[config.mk]
export PLATFORM = sky130hd
export DESIGN_NAME = tft_de_receiver
export DESIGN_NICKNAME = d
export VERILOG_FILES = /design/src/rtl/tft_de_receiver_pkg.sv /design/src/rtl/tft_de_receiver_cksum.sv /design/src/rtl/tft_de_receiver.sv
export SDC_FILE = /design/constraint.sdc
export NUM_CORES = 1
export LEC_CHECK = 0
export CAP_MARGIN = 20
export CORE_UTILIZATION = 42
export DETAILED_ROUTE_END_ITERATION = 6
export PLACE_DENSITY_LB_ADDON = 0.1
export SLEW_MARGIN = 20
export SYNTH_ARGS = -nofsm -noshare
export SYNTH_HDL_FRONTEND = slang
export SYNTH_HIERARCHICAL = 1
export SYNTH_SLANG_ARGS = --single-unit
[constraint.sdc]
create_clock -name Clk -period 3.6 [get_ports Clk]
set_input_delay 0.54 -clock Clk [delete_from_list [all_inputs] [get_ports Clk]]
set_output_delay 0.54 -clock Clk [all_outputs]
set_load 0.01 [all_outputs]
[src/rtl/tft_de_receiver_pkg.sv]
// ---------------------------------------------------------------------------
// tft_de_receiver_pkg
// Shared constants for the 480x272 DE-mode TFT interface (driver and
// receiver side), the receiver FSM state encoding and the per-pixel
// checksum term.
// ---------------------------------------------------------------------------
package tft_de_receiver_pkg;

    localparam int H_ACTIVE  = 480;   // active pixels per line
    localparam int V_ACTIVE  = 272;   // active lines per frame
    localparam int VB_THRESH = 1000;  // DE-low samples that mark a vertical blank
    localparam int BLANK_W   = 16;    // width of the saturating blank counter
    localparam int RGB_W     = 24;    // {R[7:0], G[7:0], B[7:0]}
    localparam int CKSUM_W   = 16;

    typedef enum logic [1:0] {
        ST_UNLOCKED = 2'd0,
        ST_VBLANK   = 2'd1,
        ST_ACTIVE   = 2'd2,
        ST_HBLANK   = 2'd3
    } state_e;

    // Zero-extended R+G+B, the quantity the frame checksum accumulates.
    function automatic logic [CKSUM_W-1:0] rgb_sum(input logic [RGB_W-1:0] rgb);
        return {8'd0, rgb[23:16]} + {8'd0, rgb[15:8]} + {8'd0, rgb[7:0]};
    endfunction

endpackage

[src/rtl/tft_de_receiver_cksum.sv]
// ---------------------------------------------------------------------------
// tft_rx_cksum
// Frame checksum accumulator: running 16-bit sum of R+G+B of the emitted
// pixels, latched into 'checksum' at the end of each frame.
//   Clk, rst   : clock, asynchronous active-high reset
//   clr        : restart the sum (first pixel of a frame)
//   add_en     : add rgb to the sum (pixel emitted this cycle)
//   rgb        : pixel data
//   latch      : copy the running sum to 'checksum' (frame end)
//   checksum   : last latched frame checksum
// ---------------------------------------------------------------------------
module tft_rx_cksum
    import tft_de_receiver_pkg::*;
(
    input  logic               Clk,
    input  logic               rst,
    input  logic               clr,
    input  logic               add_en,
    input  logic [RGB_W-1:0]   rgb,
    input  logic               latch,
    output logic [CKSUM_W-1:0] checksum
);

    logic [CKSUM_W-1:0] acc;

    // NOTE: registers are written with non-blocking assignments so every
    // flop samples the pre-edge value of every other flop.
    always_ff @(posedge Clk or posedge rst) begin
        if (rst) begin
            acc      <= '0;
            checksum <= '0;
        end else begin
            // A clear coincides with the first pixel, which seeds the sum.
            if (clr) begin
                acc <= add_en ? rgb_sum(rgb) : '0;
            end else if (add_en) begin
                acc <= acc + rgb_sum(rgb);
            end
            if (latch) begin
                checksum <= acc;
            end
        end
    end

endmodule

[src/rtl/tft_de_receiver.sv]
// ---------------------------------------------------------------------------
// tft_de_receiver
// Panel-side receiver for the DE-mode RGB interface. Locks onto the first
// vertical blank, recovers pixel coordinates and frame/line markers, sums a
// per-frame checksum and flags line-length and frame-height violations.
//   Clk, rst       : system clock, asynchronous active-high reset
//   pix_ce         : one-Clk pixel strobe; all tracking advances only on it
//   de_in, rgb_in  : data enable and pixel data from the driver
//   err_clr        : clears the sticky error flags (a new error wins)
//   locked         : a vertical blank has been seen, frames are tracked
//   pix_valid      : emitted pixel strobe, with pix_rgb / x / y / sof / eol
//   frame_done     : one-Clk pulse at end of frame; checksum updates with it
//   line_len_err   : sticky, a line did not carry H_ACTIVE pixels
//   frame_hgt_err  : sticky, a frame did not carry V_ACTIVE lines
// ---------------------------------------------------------------------------
module tft_de_receiver
    import tft_de_receiver_pkg::*;
#(
    parameter int H_ACTIVE  = tft_de_receiver_pkg::H_ACTIVE,
    parameter int V_ACTIVE  = tft_de_receiver_pkg::V_ACTIVE,
    parameter int VB_THRESH = tft_de_receiver_pkg::VB_THRESH,
    parameter int BLANK_W   = tft_de_receiver_pkg::BLANK_W
) (
    input  logic               Clk,
    input  logic               rst,
    input  logic               pix_ce,
    input  logic               de_in,
    input  logic [RGB_W-1:0]   rgb_in,
    input  logic               err_clr,
    output logic               locked,
    output logic               pix_valid,
    output logic [RGB_W-1:0]   pix_rgb,
    output logic [9:0]         x,
    output logic [8:0]         y,
    output logic               sof,
    output logic               eol,
    output logic               frame_done,
    output logic [CKSUM_W-1:0] checksum,
    output logic               line_len_err,
    output logic               frame_hgt_err
);

    localparam logic [10:0]        H_LEN  = 11'(H_ACTIVE);
    localparam logic [10:0]        H_LAST = 11'(H_ACTIVE - 1);
    localparam logic [9:0]         V_LEN  = 10'(V_ACTIVE);
    localparam logic [BLANK_W-1:0] VB_LIM = BLANK_W'(VB_THRESH);

    state_e             state;
    logic [BLANK_W-1:0] blank_cnt, blank_next;
    // col/row keep counting past the active area so the length and height
    // checks see the true totals; they only saturate at their own width.
    logic [10:0]        col, pix_col, col_next;
    logic [9:0]         row, row_inc, pix_row;
    logic               vb_hit, start, new_line, in_line, line_end, frame_end;
    logic               emit, len_bad, hgt_bad;

    // NOTE: every signal gets a value on every path through this block,
    // so no latches are inferred.
    always_comb begin
        blank_next = de_in ? '0 : ((blank_cnt == '1) ? blank_cnt : blank_cnt + 1'b1);
        vb_hit     = !de_in && (blank_next >= VB_LIM);
        row_inc    = (row == '1) ? row : row + 1'b1;

        start      = pix_ce && de_in && (state == ST_VBLANK);
        new_line   = pix_ce && de_in && (state == ST_HBLANK) && (blank_cnt < VB_LIM);
        in_line    = pix_ce && de_in && (state == ST_ACTIVE);
        line_end   = pix_ce && !de_in && (state == ST_ACTIVE);
        frame_end  = pix_ce && vb_hit && (state == ST_HBLANK);

        // Coordinates of the pixel carried by this sample.
        pix_col    = (start || new_line) ? '0 : col;
        pix_row    = start ? '0 : (new_line ? row_inc : row);
        col_next   = (pix_col == '1) ? pix_col : pix_col + 1'b1;

        emit       = (start || new_line || in_line) && (pix_col < H_LEN) && (pix_row < V_LEN);
        len_bad    = line_end && (col != H_LEN);
        // row is the index of the last line, so lines seen = row + 1.
        hgt_bad    = frame_end && (row_inc != V_LEN);
    end

    always_ff @(posedge Clk or posedge rst) begin
        if (rst) begin
            state         <= ST_UNLOCKED;
            locked        <= 1'b0;
            blank_cnt     <= '0;
            col           <= '0;
            row           <= '0;
            pix_valid     <= 1'b0;
            pix_rgb       <= '0;
            x             <= '0;
            y             <= '0;
            sof           <= 1'b0;
            eol           <= 1'b0;
            frame_done    <= 1'b0;
            line_len_err  <= 1'b0;
            frame_hgt_err <= 1'b0;
        end else begin
            // Strobes are qualified by pix_ce inside emit/start/frame_end,
            // so they drop to 0 on every non-enable cycle.
            pix_valid     <= emit;
            sof           <= start;
            eol           <= emit && (pix_col == H_LAST);
            frame_done    <= frame_end;
            line_len_err  <= len_bad || (line_len_err && !err_clr);
            frame_hgt_err <= hgt_bad || (frame_hgt_err && !err_clr);

            if (emit) begin
                pix_rgb <= rgb_in;
                x       <= pix_col[9:0];
                y       <= pix_row[8:0];
            end

            if (pix_ce) begin
                blank_cnt <= blank_next;
                if (start || new_line || in_line) begin
                    col <= col_next;
                    row <= pix_row;
                end
                case (state)
                    ST_UNLOCKED: if (vb_hit) begin
                        state  <= ST_VBLANK;
                        locked <= 1'b1;
                    end
                    // A DE pulse before the blank threshold is still a frame start.
                    ST_VBLANK:   if (de_in) state <= ST_ACTIVE;
                    ST_ACTIVE:   if (!de_in) state <= ST_HBLANK;
                    ST_HBLANK: begin
                        if (new_line) begin
                            state <= ST_ACTIVE;
                        end else if (frame_end) begin
                            state <= ST_VBLANK;
                        end
                    end
                    default:     state <= ST_UNLOCKED;
                endcase
            end
        end
    end

    tft_rx_cksum u_cksum (
        .Clk      (Clk),
        .rst      (rst),
        .clr      (start),
        .add_en   (emit),
        .rgb      (rgb_in),
        .latch    (frame_end),
        .checksum (checksum)
    );

endmodule
; ---- Word-level counts from Yosys, hierarchy flattened
; Cells that the tools add are included.
[op_classes]
addsub = 6
magnitude_cmp = 4
eq_ne = 13
muxes = 16
reduce_logical = 28
[ops]
columns = cell, n
row1 = 16-bit two-way mux, 5
row2 = 10-bit two-way mux, 3
row3 = 11-bit two-way mux, 2
row4 = 1-bit logical AND, 17
row5 = 16-bit by 1-bit adder with 16-bit output (second input constant), 1
row6 = 16-bit adder, 1
row7 = 16-bit by 8-bit adder with 16-bit output, 1
row8 = 16-bit == test (second input constant), 1
row9 = 16-bit by 10-bit greater-or-equal comparator with 1-bit output (second input constant), 1
row10 = 16-bit by 10-bit < comparator with 1-bit output (second input constant), 1
row11 = 11-bit by 1-bit adder with 11-bit output (second input constant), 1
row12 = 11-bit == test (second input constant), 1
row13 = 11-bit by 9-bit == test with 1-bit output (second input constant), 1
row14 = 11-bit by 9-bit < comparator with 1-bit output (second input constant), 1
row15 = 11-bit by 9-bit inequality test with 1-bit output (second input constant), 1
row16 = 10-bit by 1-bit adder with 10-bit output (second input constant), 1
row17 = 10-bit == test (second input constant), 1
row18 = 10-bit by 9-bit < comparator with 1-bit output (second input constant), 1
row19 = 2-bit two-way mux, 5
row20 = 10-bit by 9-bit inequality test with 1-bit output (second input constant), 1
row21 = 8-bit by 8-bit adder with 9-bit output, 1
row22 = 2-bit one-hot mux with 4 select lines, 1
row23 = 2-bit inequality test (second input constant), 3
row24 = 5-bit AND reduction, 1
row25 = 9 further kinds, 14
[totals]
ff_bits = 121
elab_cells = 83

; ---- Logic depth before layout (Yosys ltp)
; Gate-level depths: netlist of run 1.
[logic_depth]
depth_word = 10
ltp_mapped = 18
mapped_depth_nobuf = 18

; ---- Modules after synthesis
; Netlist of run 1, hierarchy kept.
[modules_own_cells]
columns = module, instances, cells_per_inst, area_per_inst_um2, seq_area_each_um2
row1 = tft_de_receiver, 1, 457, 4713.3, 2227.1
row2 = tft_rx_cksum, 1, 208, 2255.9, 800.8

; ---- Least setup slack after synthesis of run 1
; OpenSTA, ideal clock, no wires.
[synth_path]
path_type = input to register
startpoint = input port rgb_in[1]
endpoint = register u_cksum.acc[10]
setup_ps = 132
t_arrival_ps = 3482
t_required_ps = 3468
path_slack_ps = -13
cell_stages = 18
n_path_buf = 0
cell_sequence = inv_1 -> fa_1 -> inv_1 -> ha_1 -> inv_1 -> fa_1 -> nor2b_1 -> o31a_1 -> o21ai_1 -> nand2b_1 -> xor2_1 -> ha_1 -> a21oi_1 -> nand2_1 -> a311o_1 -> nand2_1 -> xor2_1 -> nor2_1
[synth_between]
elab_chain_cells = 4
word_cells_on_any_way = 5
cone_classes = 2 x add/sub / 3 x mux
[synth_rtl]
columns = item, line_no
row1 = start: declaration, tft_de_receiver.sv:28  ; input logic [RGB_W-1:0] rgb_in,
row2 = 16-bit by 8-bit adder with 16-bit output *, tft_de_receiver_pkg.sv:25  ; return {8'd0, rgb[23:16]} + {8'd0, rgb[15:8]} + {8'd0, rgb[7:0]};
row3 = 16-bit adder, tft_de_receiver_cksum.sv:37  ; acc <= acc + rgb_sum(rgb);
row4 = 16-bit two-way mux, tft_de_receiver_cksum.sv:36  ; end else if (add_en) begin
row5 = 16-bit two-way mux *, tft_de_receiver_cksum.sv:34  ; if (clr) begin
row6 = end signal: assignment, tft_de_receiver_cksum.sv:35  ; acc <= add_en ? rgb_sum(rgb) : '0;
row7 = end signal: assignment, tft_de_receiver_cksum.sv:37
row8 = end: declaration, tft_de_receiver_cksum.sv:24  ; logic [CKSUM_W-1:0] acc;
; Every way passes the cells marked *; elsewhere a longest branch is shown, timed or not. The select of a mux whose other input is x is not followed.
; A chain may end at the register's enable or synchronous reset.

; ---- Final worst setup path of run 1
[layout_path]
startpoint = input port rgb_in[2]
endpoint = register u_cksum.acc[11]
; The elaborated chain is that of the path after synthesis.

==> results of run 1 <==
## synth_stat cells (4+ instances only)
cell type,number,area [µm²]
a21o_1,11,82.58
a21oi_1,28,140.1
a31o_2,4,35.03
a31oi_1,11,68.82
and2_1,9,56.30
and3_1,12,75.07
buf_2,7,35.03
clkbuf_1,16,60.06
dfrtp_1,121,3028
fa_1,10,200.2
ha_1,21,262.8
inv_1,26,97.59
mux2_2,22,247.7
mux2_4,28,420.4
mux2i_1,13,130.1
nand2_1,48,180.2
nand2b_1,8,50.05
nand3_1,24,120.1
nand4_1,15,93.84
nor2_1,51,191.4
nor2b_1,6,37.54
nor3_1,13,65.06
nor4_1,7,43.79
o21a_1,6,45.04
o21ai_0,31,155.2
o21ai_1,8,40.04
o2bb2ai_1,6,52.55
or2_2,4,25.02
xnor2_1,11,96.34
xor2_1,14,122.6
## sequential cells by signal, summed over array words and instances, names as in the netlist
signal and cells:
locked 1, sof 1, pix_valid 1, state 2, frame_hgt_err 1, row 10
x 10, eol 1, u_cksum/acc 16, line_len_err 1, frame_done 1, u_cksum/checksum 16
col 11, blank_cnt 16, pix_rgb 24, y 9
## per-stage QoR
step	instance area (µm²)	instances	TNS (ns)	setup slack [ns]	util
after global placement	8411	996	-5.440	-0.5773	0.5238
after detailed placement	8411	996	-6.113	-0.6826	0.5238
after CTS	9155	1031	0	0.006195	0.5701
after global routing	9269	1034	-0.0001177	-0.0001177	0.5772
final	9269	1034	0	0.1168	0.5772
after floorplan	6972	665	0	0.02427	-
## final timing paths
path                                         to  slack, ns  depth (start not counted)
hold / removal                       pix_rgb[1]       0.39                          2
min in group asynchronous           pix_rgb[23]       0.55                          3
setup / recovery                u_cksum/acc[11]       0.12                         15
hold reg to reg            u_cksum/checksum[11]       0.50                          1
setup reg to reg                u_cksum/acc[15]       0.20                         13
max in group asynchronous                col[9]       2.56                          3
## power breakdown
part	switching, µW	internal (µW)	leakage, µW
Combinational	1080	1360	0.00223
Sequential	246	1660	0.00158
Clock	614	1260	0.000306
Total	1940	4280	0.00412
## worst register-to-register path: stages (launching register included)
cell,delay [ns]
dfrtp_1,0.44
ha_1,0.33
nand3_4,0.13
or3_1,0.54
a311o_1,0.42
a21oi_2,0.22
nor4_2,0.09
o21a_4,0.27
o21a_1,0.14
and3_1,0.20
and3_1,0.21
o211ai_2,0.08
xor2_1,0.16
nor2_1,0.05
## cells in the final DEF (no fill, tap or decap), types with 5 or more instances in the layout
master / netlist / final
and3_1: 12 / 12
ha_1: 21 / 16
o21a_1: 6 / 5
dfrtp_1: 121 / 121
nand4_1: 15 / 15
o2bb2ai_1: 6 / 6
xor2_1: 14 / 13
a31oi_1: 11 / 11
mux2_2: 22 / 22
a21oi_1: 28 / 27
nor3_1: 13 / 12
nor2b_1: 6 / 5
and2_1: 9 / 9
dlymetal6s2s_1: 0 / 10
inv_1: 26 / 20
xnor2_1: 11 / 8
inv_2: 0 / 5
nor4_1: 7 / 6
buf_4: 2 / 56
bufinv_16: 0 / 5
mux2i_1: 13 / 13
nand2_1: 48 / 48
o21ai_1: 8 / 6
ha_4: 0 / 5
fa_1: 10 / 7
clkdlybuf4s50_1: 0 / 78
o21ai_0: 31 / 31
nand2b_1: 8 / 8
clkbuf_16: 0 / 17
nor2_1: 51 / 49
mux2_4: 28 / 28
nand3_1: 24 / 24
a21o_1: 11 / 11
## cells by family after synthesis
| group | synth area share |
|---|---|
| AND/OR/NAND/NOR | 0.1605 |
| adder cells (fa/ha/maj) | 0.06643 |
| multiplexers | 0.1162 |
| XOR/XNOR | 0.03142 |
| AO/OA/AOI/OAI | 0.1488 |
| flip-flops | 0.4345 |
| buffers and inverters | 0.04219 |
## repair_timing
action,CTS,global route
pin swaps,14,26
cloned,0,0
setup buffers,3,3
resized for setup,21,33
setup endpoints to repair,9,13
## per-layer routing
metal	routed length (µm)	track usage	vias up
met3	732	0.05334	23
met5	0	0	-
li1	-	-	2703
met4	224	0.08046	0
met1	8183	0.2892	2685
met2	7639	0.3190	138
## layout make-up
cell class              count  area share
well taps                 216     0.02916
clock inverters            11     0.02092
inverters                  26     0.01066
multi-input cells         487      0.4108
clock buffers              21     0.04968
repair buffers            152      0.1521
flip-flops and latches    121      0.3267
==> metrics.txt, run 1 <==
FF+latch count, synth about 120; DRC 0; RePlAce Congestion roughly 0.89; status finished clean; H-tree depth 4; Via density about 5.4; vias in the first global route around 5600; die width 130.8 µm; clock root buffer clkbuf_16; WP data arrival ~3.8 ns; register area around 0.0030 mm²; initial antenna violation count 0; Crit Path Max Fanout 3; critical path's slowest cell fa_2; Worst Hold Slack a little under 0.4 ns; Setup violations, final 0; Post-DP HPWL 12000 µm; clock sinks around 120; WL/cell between 15 and 20 µm; Static Leak between 0.004 and 0.005 µW; I/O pins 95; Routed Wire Length around 17000 µm; TritonCTS clock tree done; CTS Buf Count 17; worst path required time 3.88 ns; global-route wire length before repair 27790 µm; FILL cells around 1400; critical path type input port to flip-flop; clk buf depth 2; Ys Warns 6; Slew headroom 0.5226; Core ar. ~0.016 mm²; crit end category flip-flop; row count 46; Starting DRT DRC Count 344; Synth Instances between 600 and 700; clk_lat worst skew 0.41 ns; crit path launch rgb_in[2]; post-route ant nets 0; Power per Cell Area 671.7 mW/mm²; Seq/Total Area, Yosys 0.4345; Hold Crit Class input port to flip-flop; PortBufs 94; synthesized cell area ~0.007 mm²; area of the multi-input gates 0.003807 mm²; mean post-synth cell area 10.48 µm²; Pwr Total ~6200 µW; worst hold start rgb_in[1]; # diodes 0; FMAX 287.1 MHz; share of layout cells above drive strength 1 0.2335; syn_nets slightly above 700; first-pass iteration count of the detailed router 5; Synth Flop Type dfrtp_1; Pins Over Slew Limit 0; worst-margin pin slew 0.7064 ns; Synth cell types 72; largest net degree at the start of global routing 90; Layout Skew 0.01205 ns; Peak VDD IR a little under 400 µV; EDFF count, synth 0; asr flop ratio synth 1.000; r2r startpoint row[0]; clock transition at the registers of the reported paths about 0.060 ns; CTS Hold Bufs 0; Top delay family on crit path compound AO/OA/AOI/OAI gates; final period utilization 0.9676; Total GRT Usage 0.2105; vias between 5000 and 6000; Synth-to-Final Area Change 33.00%; CP Buf/Inv Count 1; max incr delay on CP just over 0.6 ns; minimum clock period between 3 and 4 ns; Chip Height approximately 130 µm; Final #Nets around 870; worst path cell trace clkdlybuf4s15_1, fa_2, ha_4, a211oi_4, nor2_2, o21a_1, o22ai_4, xnor2_2, ha_1, a21o_1, a31o_1, or2_4, o211ai_2, xor2_1, nor2_1; Die Area between 0.015 and 0.02 mm²; Max Cap Viol 0; Overflow after GRT 0; kind of start point of the critical path input port; Hold Violations, Final 0; initial core utilization 0.4340
Note: power is estimated with default switching activity, not from simulation.
==> inputs of run 2 (changes only) <==
CORE_MARGIN = 4   (was not set)
CTS_CLUSTER_SIZE = 16   (was not set)
==> run 2 against run 1 <==
  * Sequential power about the same
  * Maximum frequency up 0.31%
  * Clock power down 22%
  * Combinational power about the same
  * Worst hold slack worse by 0.013 ns
  * Sequential share of layout area up 0.68 points
  * Clock-buffer cell count up 1
==> metrics.txt, run 2 (synthesis results as in run 1) <==
CTS Buf Count 17 (unchanged); WP data arrival 3.77 ns (about the same); critical path type input port to flip-flop; Reg power frac 0.329 (+0.023); kind of start point of the critical path input port; status finished clean; PortBufs 94 (unchanged); vias in the first global route 5750 (+3.0%); worst-margin pin slew 0.8119 ns (+0.1055 ns); post-route cell area 0.009080 mm² (-2.0%); max reg flops 24 (unchanged); initial core utilization 0.4340 (unchanged); H-tree depth 4 (unchanged); Hold Violations, Final 0 (unchanged); Overflow after GRT 0 (unchanged); Die Area 0.01872 mm² (+9.4%); worst path cell trace clkdlybuf4s50_1, fa_1, ha_4, o21a_1, o31a_1, o21ai_1, nand2b_1, xor2_2, ha_4, a21oi_2, nand2_1, a311o_1, nand2_1, xor2_1, nor2_1; initial antenna violation count 0 (unchanged); worst hold start rgb_in[17]; switching share of power 0.3310 (+0.01891); Setup violations, final 0 (unchanged); register area 0.003028 mm² (unchanged); # diodes 0 (unchanged); vias 5652 (+1.9%); Clock Power Share 0.252 (-0.050); Max Cap Viol 0 (unchanged); clock sinks 121 (unchanged); commonest non-fill, non-tap cell in the layout dfrtp_1; largest net degree at the start of global routing 90 (unchanged); Total GRT Usage 0.1972 (-0.01324); Static Leak 0.004035 µW (-2.0%); R2R depth 13 (unchanged); Pins Over Slew Limit 0 (unchanged); final period utilization 0.9646 (-0.002970); Pwr Total 5785 µW (-7.1%); r2r startpoint row[0]; max incr delay on CP 0.63 ns (about the same); Slew headroom 0.4513 (-0.07130); Crit Path Max Fanout 4 (+1); Routed Wire Length 17510 µm (+4.4%); post-route ant nets 0 (unchanged); RR Endpoint u_cksum/acc[14]; Starting DRT DRC Count 400 (+16%); Post-DP HPWL 12300 µm (+2.5%); Via density 5.461 (+1.8%); DRC 0 (unchanged); critical path's slowest cell fa_1; Chip Height 136.8 µm (+4.6%); clock transition at the registers of the reported paths 0.06 ns (about the same); global-route wire length before repair 29330 µm (+5.6%); share of layout cells above drive strength 1 0.2259 (-0.007611); Final #Nets 867 (+0.23%); Reg with most FFs pix_rgb; clk_lat worst skew 0.42 ns (about the same); row count 46 (unchanged); WL/cell 16.92 µm (+4.3%); final non-filler cell total 1035 (+0.097%); TritonCTS clock tree done; first-pass iteration count of the detailed router 5 (unchanged); internal power 3870 µW (-9.6%); clk buf depth 2 (unchanged); RePlAce Congestion 0.9166 (+3.0%); area of the multi-input gates 0.003779 mm² (-0.76%); I/O pins 95 (unchanged); Synth-to-Final Area Change 30.29%; FMAX 288.0 MHz (+0.31%); post-layout util 0.5655 (-0.01177); clock root buffer clkbuf_16; worst path required time 3.90 ns (+0.02 ns); Worst Hold End pix_rgb[17]; Power per Cell Area 637.1 mW/mm² (-5.2%); R2R setup slack 0.18 ns (-0.02 ns); minimum clock period 3.472 ns (-0.01069 ns); P_sw 1915 µW (-1.5%); Core ar. 0.01606 mm² (unchanged); FILL cells 1388 (+0.51%); setup TNS 0 ns (unchanged); Hold Crit Class input port to flip-flop; commonest non-fill, non-tap cells in the layout dfrtp_1, clkdlybuf4s50_1, buf_4, nor2_1, nand2_1; Comb pwr share 0.418 (+0.025); DP Cell Count 999 (+0.30%); worst hold path depth 2 (unchanged); dpl cell area 0.008421 mm² (+0.12%); Peak VDD IR 403.7 µV (+3.0%); crit end category flip-flop; Layout Skew 0.01328 ns (+0.001230 ns); die width 136.8 µm (+4.6%)
[run 2: timing repair]
action | CTS | global route
hold endpoints to repair | 0 | 0
resized for setup | 15 | 32
hold buffers | 0 | 0
setup endpoints to repair | 9 | 9
pin swaps | 13 | 23
cloned | 0 | 0
buffers inserted | 3 | 2
[run 2: worst max path at each step]
stage	cells after the start	from	to	slack, ns
after floorplan	18	rgb_in[1]	u_cksum/acc[11]	0.02
after global placement	19	rgb_in[1]	u_cksum/acc[11]	-0.57
after detailed placement	19	rgb_in[1]	u_cksum/acc[12]	-0.67
after CTS	15	rgb_in[3]	u_cksum/acc[11]	0.03
after global routing	15	rgb_in[5]	u_cksum/acc[14]	-0.01
final	15	rgb_in[5]	u_cksum/acc[14]	0.13
[run 2: power by group through the flow]
| stage | sequential (µW) | clock (µW) | combinational [µW] |
|---|---|---|---|
| finish | 1910 | 1460 | 2420 |
| global route | 1950 | 1560 | 2640 |
| CTS | 1900 | 1500 | 2380 |
| detailed placement | 1910 | 0 | 2290 |
| global placement | 1910 | 0 | 2250 |
| floorplan | 1930 | 0 | 1360 |
[run 2: critical path: cells and delay by family]
kind	cells	cell delay, ns
AND/OR/NAND/NOR	4	0.36
XOR/XNOR	2	0.43
buffers and inverters	1	0.46
AO/OA/AOI/OAI	5	0.86
adder cells (fa/ha/maj)	3	1.12
[run 2: metal layers]
metal  up-vias  GRT usage  share of wire  wire (µm)
met4         0    0.06707          0.013        223
met2       140     0.2957           0.46       8073
met1      2794     0.2762           0.47       8259
li1       2701          -              -          -
met5         -          0              0          0
met3        17    0.05441          0.055        955
[run 2: metrics by stage]
| stage | hold slack [ns] | worst slack [ns] |
|---|---|---|
| 3_3_place_gp | 0.4546 | -0.5687 |
| 5_1_grt | 0.3630 | -0.009978 |
| 2_1_floorplan | 0.4854 | 0.02427 |
| 4_1_cts | 0.4597 | 0.03358 |
| 6_report | 0.3770 | 0.1275 |
| 3_5_place_dp | 0.4484 | -0.6685 |
[run 2: layout make-up]
cell class,instances,area share
clock buffers,22,0.04892
clock inverters,9,0.005925
inverters,26,0.01089
multi-input cells,487,0.4161
flip-flops and latches,121,0.3335
well taps,216,0.02976
repair buffers,154,0.1549
==> inputs of run 3 (changes only) <==
SKIP_CTS_REPAIR_TIMING = 1   (was not set)
==> run 3 against run 2 <==
  * Non-clock buffer count is 2 lower
  * Total power is 0.58% lower
  * Wire length is 0.68% lower
  * Worst hold slack better by 0.027 ns
  * Design area hardly changed
  * Via count is 0.25% lower
  * Worst setup slack worse by 0.0020 ns
  * Die area stayed put
  * Flip-flop and latch count stayed put
  * Clock-buffer cell count stayed put
  * Register-to-register slack better by 0.03 ns
  * Critical endpoint unchanged
  * Largest power group unchanged
  * Highest routed layer unchanged
==> metrics.txt, run 3 (synthesis results as in run 1) <==
Via density 5.458 (about the same); FMAX 287.8 MHz (about the same); vias 5638 (-0.25%); Clock Power Share 0.253 (about the same); RR Endpoint u_cksum/acc[14]; dpl cell area 0.008421 mm² (unchanged); worst hold start rgb_in[9]; WL/cell 16.84 µm (-0.49%); TritonCTS clock tree done; Power per Cell Area 633.5 mW/mm² (-0.56%); largest net degree at the start of global routing 90 (unchanged); Final #Nets 865 (-0.23%); Starting DRT DRC Count 361 (-9.8%); P_sw 1900 µW (-0.77%); Reg with most FFs pix_rgb; PortBufs 94 (unchanged); clock transition at the registers of the reported paths 0.06 ns (about the same); Peak VDD IR 397.1 µV (-1.6%); switching share of power 0.3303 (-0.0006511); Routed Wire Length 17390 µm (-0.68%); WP data arrival 3.77 ns (about the same); Die Area 0.01872 mm² (unchanged); max reg flops 24 (unchanged); post-route ant nets 0 (unchanged); initial core utilization 0.4340 (unchanged); post-layout util 0.5654 (about the same); internal power 3852 µW (-0.48%); Post-DP HPWL 12300 µm (unchanged); r2r startpoint row[0]; share of layout cells above drive strength 1 0.2130 (-0.01291); Slew headroom 0.4344 (-0.01690); I/O pins 95 (unchanged); clk_lat worst skew 0.41 ns (about the same); Core ar. 0.01606 mm² (unchanged); worst path required time 3.89 ns (about the same); kind of start point of the critical path input port; initial antenna violation count 0 (unchanged); global-route wire length before repair 29000 µm (-1.1%); clk buf depth 2 (unchanged); worst-margin pin slew 0.8369 ns (+0.02501 ns); crit path launch rgb_in[16]; # diodes 0 (unchanged); Comb pwr share 0.416 (-0.002); clock sinks 121 (unchanged); RePlAce Congestion 0.9166 (unchanged); status finished clean; minimum clock period 3.474 ns (+0.001973 ns); commonest non-fill, non-tap cells in the layout dfrtp_1, clkdlybuf4s50_1, buf_4, nor2_1, nand2_1; Total GRT Usage 0.1953 (-0.001942); Layout Skew 0.01390 ns (+0.0006153 ns); DRC 0 (unchanged); Static Leak 0.004080 µW (+1.1%); crit end category flip-flop; worst hold path depth 2 (unchanged); final worst slack 0.1255 ns (-0.001973 ns); Worst Hold End pix_rgb[9]; Worst Hold Slack 0.4044 ns (+0.02738 ns); vias in the first global route 5724 (-0.45%); H-tree depth 4 (unchanged); Overflow after GRT 0 (unchanged); row count 46 (unchanged); commonest non-fill, non-tap cell in the layout dfrtp_1; clock root buffer clkbuf_16; die width 136.8 µm (unchanged); post-route cell area 0.009079 mm² (about the same); Setup violations, final 0 (unchanged); Hold Crit Class input port to flip-flop; Chip Height 136.8 µm (unchanged); R2R depth 13 (unchanged); Hold Violations, Final 0 (unchanged); FILL cells 1393 (+0.36%); Reg power frac 0.331 (+0.002); CTS Buf Count 17 (unchanged); RSZ-0062 raised after global routing true; R2R setup slack 0.21 ns (+0.03 ns); Pins Over Slew Limit 0 (unchanged); Max Cap Viol 0 (unchanged); Crit Path Max Fanout 4 (unchanged); Synth-to-Final Area Change 30.27% (about the same); pre-CTS WS -0.6685 ns (unchanged); Pwr Total 5752 µW (-0.58%); final period utilization 0.9651 (about the same); critical path type input port to flip-flop; first-pass iteration count of the detailed router 4 (-1)
[run 3: changes by cell type in the layout (fill, tap and decap cells not counted), sizes merged]
cell           previous run  this run
buf                      60        58
clkbuf                   26        22
clkdlybuf4s15             2         0
clkdlybuf4s50            79        80
dlymetal6s2s              9        14
[run 3: how the worst max path moves through the flow]
stage | endpoint | cells after the start | slack (ns)
after detailed placement | u_cksum/acc[12] | 19 | -0.67
final | u_cksum/acc[14] | 17 | 0.13
after global routing | u_cksum/acc[14] | 17 | -0.04
after global placement | u_cksum/acc[11] | 19 | -0.57
after CTS | u_cksum/acc[12] | 19 | -0.25
after floorplan | u_cksum/acc[11] | 18 | 0.02
[run 3: critical path: stages]
cell	delay [ns]
clkdlybuf4s50_1	0.44
fa_2	0.38
ha_4	0.19
inv_2	0.06
fa_2	0.20
nor2b_2	0.04
o31a_1	0.30
o21ai_1	0.13
nand2b_1	0.11
xor2_2	0.22
ha_4	0.25
a21oi_1	0.14
nand2_1	0.09
a311o_1	0.36
nand2_1	0.10
xor2_1	0.17
nor2_1	0.06
[run 3: per-stage QoR]
step / TNS [ns] / cells
6_report: 0 / 1033
5_1_grt: -0.05056 / 1033
4_1_cts: -1.640 / 1030
3_5_place_dp: -6.141 / 999
3_3_place_gp: -5.282 / 999
2_1_floorplan: 0 / 665
[run 3: cell type report]
cell class	count	area, µm²	area share
sequential	121	3028	0.3335
tap	216	270.3	0.02977
clock buffer	22	444.2	0.04893
clock inverter	9	53.80	0.005926
multi-input combinational	487	3760	0.4141
inverter	26	98.84	0.01089
timing repair buffer	152	1424	0.1568
[run 3: power by group through the flow]
stage          Combinational, µW  Clock (µW)  Sequential [µW]
3_5_place_dp                2290           0             1910
3_3_place_gp                2250           0             1910
2_1_floorplan               1360           0             1930
5_1_grt                     2620        1560             1950
4_1_cts                     2310        1500             1900
6_report                    2390        1460             1900
[run 3: per-layer routing]
| metal | global-route usage | routed length [µm] |
|---|---|---|
| met1 | 0.2755 | 8240 |
| met5 | 0 | 0 |
| met3 | 0.05588 | 920 |
| met4 | 0.06874 | 218 |
| met2 | 0.2878 | 8013 |
